### config.mk
export PLATFORM = sky130hd
export DESIGN_NAME = eros_obi_rr_arbiter
export DESIGN_NICKNAME = d
export VERILOG_FILES = /design/src/rtl/eros_obi_rr_arbiter.sv
export SDC_FILE = /design/constraint.sdc
export NUM_CORES = 1
export LEC_CHECK = 0
export ABC_AREA = 1
export CORE_AREA = 2 2 166 168
export DETAILED_ROUTE_END_ITERATION = 10
export DIE_AREA = 0 0 168 170
export GPL_TIMING_DRIVEN = 0
export PLACE_DENSITY = 0.46
export SETUP_SLACK_MARGIN = 0.05
export SYNTH_ARGS = -nofsm -noshare
export SYNTH_HDL_FRONTEND = slang
export SYNTH_SLANG_ARGS = --single-unit
### constraint.sdc
create_clock -name clk_i -period 6.75 [get_ports clk_i]
set_input_delay 1.6875 -clock clk_i [delete_from_list [all_inputs] [get_ports clk_i]]
set_output_delay 1.6875 -clock clk_i [all_outputs]
set_load 0.02 [all_outputs]
### src/rtl/eros_obi_rr_arbiter.sv
// eros_obi_rr_arbiter
//   N-to-1 OBI arbiter in front of one shared slave port. Masters are granted
//   in round-robin order. A request that the slave has not yet granted is
//   held, so req/addr stay stable as OBI requires. Every granted master index
//   goes into an in-order FIFO, and each rvalid/rdata is routed back to the
//   master at the FIFO head. The FIFO depth also caps how many granted
//   transactions can be waiting for a response.
//
// Ports
//   clk_i          rising-edge clock
//   rst_i          synchronous reset, active-high; also gates req/gnt/rvalid
//   master_req_i   per-master OBI request
//   master_resp_o  per-master gnt/rvalid; rdata is broadcast to all masters
//   slave_req_o    request to the shared slave
//   slave_resp_i   response from the shared slave
//   outstanding_o  registered FIFO occupancy
//   err_o          sticky: rvalid arrived while nothing was outstanding
//   dbg_state_o    arbitration FSM state (IDLE / LOCKED)
//
// Handshake semantics: a request transfers in a cycle where slave_req_o.req
// and slave_resp_i.gnt are both 1. That master's gnt is a combinational copy
// of the slave gnt. A response is one cycle with slave_resp_i.rvalid=1 and
// carries no back-pressure.

package eros_obi_pkg;
  typedef struct packed {
    logic        req;
    logic        we;
    logic [3:0]  be;
    logic [31:0] addr;
    logic [31:0] wdata;
  } obi_req_t;

  typedef struct packed {
    logic        gnt;
    logic        rvalid;
    logic [31:0] rdata;
  } obi_resp_t;

  typedef enum logic {
    ARB_IDLE   = 1'b0,
    ARB_LOCKED = 1'b1
  } arb_state_e;
endpackage

module eros_obi_rr_arbiter #(
  parameter int unsigned NMASTER         = 3,
  parameter int unsigned MAX_OUTSTANDING = 2,
  parameter type         obi_req_t       = eros_obi_pkg::obi_req_t,
  parameter type         obi_resp_t      = eros_obi_pkg::obi_resp_t,
  localparam int unsigned IdxW = (NMASTER > 1) ? $clog2(NMASTER) : 1,
  localparam int unsigned CntW = $clog2(MAX_OUTSTANDING + 1)
) (
  input  logic                    clk_i,
  input  logic                    rst_i,
  input  obi_req_t                master_req_i  [NMASTER],
  output obi_resp_t               master_resp_o [NMASTER],
  output obi_req_t                slave_req_o,
  input  obi_resp_t               slave_resp_i,
  output logic [CntW-1:0]         outstanding_o,
  output logic                    err_o,
  output eros_obi_pkg::arb_state_e dbg_state_o
);

  localparam int unsigned PtrW = (MAX_OUTSTANDING > 1) ? $clog2(MAX_OUTSTANDING) : 1;

  eros_obi_pkg::arb_state_e state_q, state_d;

  logic [IdxW-1:0] rr_ptr_q;
  logic [IdxW-1:0] lock_idx_q;
  logic [IdxW-1:0] fifo_q [MAX_OUTSTANDING];
  logic [PtrW-1:0] wr_ptr_q, rd_ptr_q;
  logic [CntW-1:0] count_q;
  logic            err_q;

  logic [IdxW-1:0] winner;
  logic            winner_valid;
  logic            issue;
  logic            handshake;
  logic            pop;
  logic [IdxW-1:0] head;

  // Winner selection. While LOCKED, only the latched master may win. It
  // loses its slot only by dropping req. In IDLE the search walks from the
  // rr pointer upward with wrap-around. The loop runs from the farthest
  // offset down, so the nearest requester is written last and wins.
  always_comb begin : winner_sel
    int cand;
    winner       = '0;
    winner_valid = 1'b0;
    cand         = 0;
    if (state_q == eros_obi_pkg::ARB_LOCKED) begin
      winner       = lock_idx_q;
      winner_valid = master_req_i[lock_idx_q].req;
    end else begin
      for (int i = int'(NMASTER) - 1; i >= 0; i--) begin
        cand = int'(rr_ptr_q) + i;
        if (cand >= int'(NMASTER)) cand = cand - int'(NMASTER);
        if (master_req_i[cand].req) begin
          winner       = IdxW'(cand);
          winner_valid = 1'b1;
        end
      end
    end
  end

  // Issue depends only on registered occupancy. A same-cycle rvalid cannot
  // open a full FIFO, so no combinational path runs from rvalid to req.
  assign issue     = winner_valid && (count_q < CntW'(MAX_OUTSTANDING)) && !rst_i;
  assign handshake = issue && slave_resp_i.gnt;
  assign pop       = slave_resp_i.rvalid && (count_q != '0) && !rst_i;
  assign head      = fifo_q[rd_ptr_q];

  always_comb begin
    slave_req_o     = master_req_i[0];
    slave_req_o.req = 1'b0;
    if (issue) slave_req_o = master_req_i[winner];
    for (int i = 0; i < int'(NMASTER); i++) begin
      master_resp_o[i].gnt    = handshake && (winner == IdxW'(i));
      master_resp_o[i].rvalid = pop && (head == IdxW'(i));
      master_resp_o[i].rdata  = slave_resp_i.rdata;
    end
  end

  // Next state: a completed handshake always returns to IDLE. An issued but
  // ungranted request locks. A locked master that drops req releases the lock.
  always_comb begin
    state_d = state_q;
    if (handshake) begin
      state_d = eros_obi_pkg::ARB_IDLE;
    end else if (issue) begin
      state_d = eros_obi_pkg::ARB_LOCKED;
    end else if (state_q == eros_obi_pkg::ARB_LOCKED && !winner_valid) begin
      state_d = eros_obi_pkg::ARB_IDLE;
    end
  end

  always_ff @(posedge clk_i) begin
    if (rst_i) begin
      state_q    <= eros_obi_pkg::ARB_IDLE;
      rr_ptr_q   <= '0;
      lock_idx_q <= '0;
      wr_ptr_q   <= '0;
      rd_ptr_q   <= '0;
      count_q    <= '0;
      err_q      <= 1'b0;
    end else begin
      state_q <= state_d;
      if (issue && !slave_resp_i.gnt) lock_idx_q <= winner;
      if (handshake) begin
        rr_ptr_q <= (winner == IdxW'(NMASTER - 1)) ? '0 : winner + IdxW'(1);
        wr_ptr_q <= (wr_ptr_q == PtrW'(MAX_OUTSTANDING - 1)) ? '0 : wr_ptr_q + PtrW'(1);
      end
      if (pop) begin
        rd_ptr_q <= (rd_ptr_q == PtrW'(MAX_OUTSTANDING - 1)) ? '0 : rd_ptr_q + PtrW'(1);
      end
      count_q <= count_q + CntW'(handshake) - CntW'(pop);
      if (slave_resp_i.rvalid && (count_q == '0)) err_q <= 1'b1;
    end
  end

  // FIFO storage needs no reset because the pointers define which entries are valid.
  always_ff @(posedge clk_i) begin
    if (!rst_i && handshake) fifo_q[wr_ptr_q] <= winner;
  end

  assign outstanding_o = count_q;
  assign err_o         = err_q;
  assign dbg_state_o   = state_q;

endmodule

==> reports/qor.csv <==
metric,value,unit
Crit. End Element,output port,
Slew headroom,52.31,%
"Slowest-stage cell, CP",clkdlybuf4s50_1,
post-synth net total,944,
drc violations,0,
CP max stage delay,0.66,ns
Vert. Die Dim,170,microns
Final Setup Violations,0,
CP Max Fanout,10,
Reg area,340.3,sq um
sum of negative setup slack,0,ns
Skew-Pair Late Insertion Delay,0.24,ns
syn_area_per_cell,5.268,sq um
number of global-route vias before repair,5853,
first-pass GRT wire length,33680,microns
Nets,1340,
maximum VDD drop,71.28,uV
GRT Residual Overflow,0,
Hold/Removal Path Class,reg2reg,
FP Rows,60,
GRT Total Usage,15.02,%
wire length per cell,16.12,microns
Most common cell on crit path,nand2_1,
leak pwr,0.003767,uW
RD Place Congestion,0.8288,
GRT busiest layer,met2,
warnings from Yosys,0,
CTS tree,done,
Hold Startpoint,wr_ptr_q,
reg-to-reg endpoint,outstanding_o[1],
reg2reg start,rr_ptr_q[0],
M1 GR Usage,18.04,%
total wire length,23050,microns
internal reg-to-reg setup slack,4.15,ns
met3 Use GR,3.023,%
Multi-input gate area,0.002296,sq mm
routed vias,5827,
status,finished clean,
"Slew Viols, Final",0,
Final HPWL DP,19550,microns
initial antenna violation count,0,
WP data arrival,4.75,ns
Fin Hold WS,0.4631,ns
antenna-violating nets left,0,
Setup crit start kind,primary input,
worst-case reg-to-reg path depth,16,
initial cell density of the core,13.72,%
# H-tree levels,1,
Min-Delay Endpoint,wr_ptr_q,
Least-Margin Pin Slew,0.7136,ns
post-synthesis cell type count,26,
share of layout cells above drive strength 1,11.66,%
First-pass DRT Iterations,4,
die width,168,microns
min Tclk post-route,6.439,ns
Clock Skews,0.0008619,ns
RSZ-0062 raised after global routing,true,
Worst EP required,5.06,ns
pin count of the biggest net entering global routing,12,
Ports,422,
GR Util met2,28.51,%
Clock transition at path regs,0.05,ns
Synth Cell Area,0.003656,sq mm
fin crit share,95.40,%
CP Cell Sequence,clkdlybuf4s50_1 -> inv_1 -> nand2_1 -> nand2_1 -> nand2_1 -> nand2_1 -> nand2_1 -> nand2_1 -> nand2_1 -> inv_2 -> clkbuf_1 -> nand4_1 -> nand2_1 -> nand2_1 -> nand2_1 -> clkdlybuf4s50_1,
max-cap viol count,0,
PortBufs,389,
Core Area,0.02665,sq mm
f_max,155.3,MHz
die area,0.02856,sq mm
Worst Hold Path Cells,2,
Mapped Cells,694,
Initial DRC Count,276,
final hold vios,0,
crit path kind,in2out,
CTS root buf,clkbuf_16,
# fillers,2987,
Bufs on Longest Clock Path,2,
post-synthesis sequential area ratio,9.309,%
CTS sink cnt,15,
Pwr Density,203.5,mW/mm^2
ant diodes,0,
Num CTS Buffers,3,
synthesis-stage register bit count,15,
vias per cell,4.075,
P&R area growth vs syn,121.9,%
==> worst max path at each step <==
stage                            from  slack, ns         endpoint
floorplan           master_req_i[139]       2.01  slave_req_o[10]
global placement    master_req_i[139]       0.04   slave_req_o[5]
detailed placement  master_req_i[139]       0.05   slave_req_o[5]
CTS                 master_req_i[139]       0.09  slave_req_o[63]
global route        master_req_i[139]       0.03  slave_req_o[63]
finish              master_req_i[139]       0.31  slave_req_o[63]
==> timing repair <==
action,in CTS,in global routing
resized for setup,0,5
hold endpoints to repair,0,0
hold buffers,0,0
buffers inserted,2,0
endpoints found under the setup margin,1,36
pin swaps,1,0
==> area by class of cell <==
cell class                 count  area share, %
tap                          341          5.259
sequential                    15          4.195
clock buffer                   3         0.9254
inverter                      25          1.157
multi-input combinational    507          28.30
clock inverter                 1        0.06169
timing repair buffer         391          48.49
buffer                       147          11.61
==> cell usage in the layout, fill, tap and decap left out, types with 3 or more instances in the layout <==
| cell | count |
|---|---|
| dfxtp_1 | 11 |
| nand4_1 | 69 |
| edfxtp_1 | 4 |
| o21ai_0 | 8 |
| nand2_1 | 312 |
| clkbuf_16 | 3 |
| nor2_1 | 16 |
| clkdlybuf4s50_1 | 389 |
| ha_1 | 4 |
| inv_2 | 5 |
| clkbuf_1 | 27 |
| a21oi_1 | 9 |
| nand3_1 | 78 |
| buf_2 | 13 |
| buf_1 | 7 |
| buf_4 | 97 |
| inv_1 | 20 |
==> cells by family after synthesis <==
logic type / Yosys count / synth area share, %
fa+ha+maj: 4 / 1.369
mux: 1 / 0.2738
simple gates: 479 / 56.95
compound gates: 21 / 3.354
xor+xnor: 2 / 0.4792
buf+inv: 172 / 28.27
flops: 15 / 9.309
==> report_power, final <==
part | switching [uW] | internal [uW] | total [uW]
logic | 821 | 593 | 1410
clock network | 37.3 | 79.2 | 117
registers | 11.0 | 109 | 120
==> metal layers <==
metal / up-vias / wire [microns]
met3: 10 / 1660
met4: 0 / 147
met5: - / 0
met1: 2588 / 9572
li1: 2958 / -
met2: 271 / 11670
==> state kept, by name (all words and copies together) (netlist names), named ones only <==
name and flops:
err_o 1, outstanding_o 2, wr_ptr_q 1, fifo_q 4, lock_idx_q 2, dbg_state_o 1, rd_ptr_q 1, rr_ptr_q 2
==> cell usage after synthesis <==
library cell  count  area share, %
a21oi_1           9            1.2
a31oi_1           1           0.17
buf_1             8           0.82
buf_2            13            1.8
buf_4            97             20
buf_6             1           0.31
clkbuf_1         28            2.9
dfxtp_1          11            6.0
edfxtp_1          4            3.3
ha_1              4            1.4
inv_1            20            2.1
inv_2             5           0.51
mux2i_1           1           0.27
nand2_1         312             32
nand2_2           1           0.17
nand2_4           1           0.31
nand3_1          78             11
nand4_1          69             12
nor2_1           16            1.6
nor3_1            1           0.14
nor4_1            1           0.17
o21ai_0           8            1.1
o21ai_4           1           0.45
o21bai_1          1           0.21
o31ai_1           1           0.21
xor2_1            2           0.48
==> worst max-delay path: cells and delay by family <==
family        cells  cell delay (ns)
buf+inv           5             2.02
simple gates     11             1.02
==> stage by stage <==
step | cell area (sq um) | util (%) | total power [uW] | cells | setup slack (ns)
2_1_floorplan | 3656 | - | 871.5 | 694 | 2.014
3_3_place_gp | 7976 | 29.93 | 1532 | 1424 | 0.03586
3_5_place_dp | 7976 | 29.93 | 1524 | 1424 | 0.04859
4_1_cts | 8097 | 30.38 | 1662 | 1430 | 0.08530
5_1_grt | 8113 | 30.44 | 1793 | 1430 | 0.02816
6_report | 8113 | 30.44 | 1651 | 1430 | 0.3105
No activity file was read; power rests on OpenSTA's default activity.
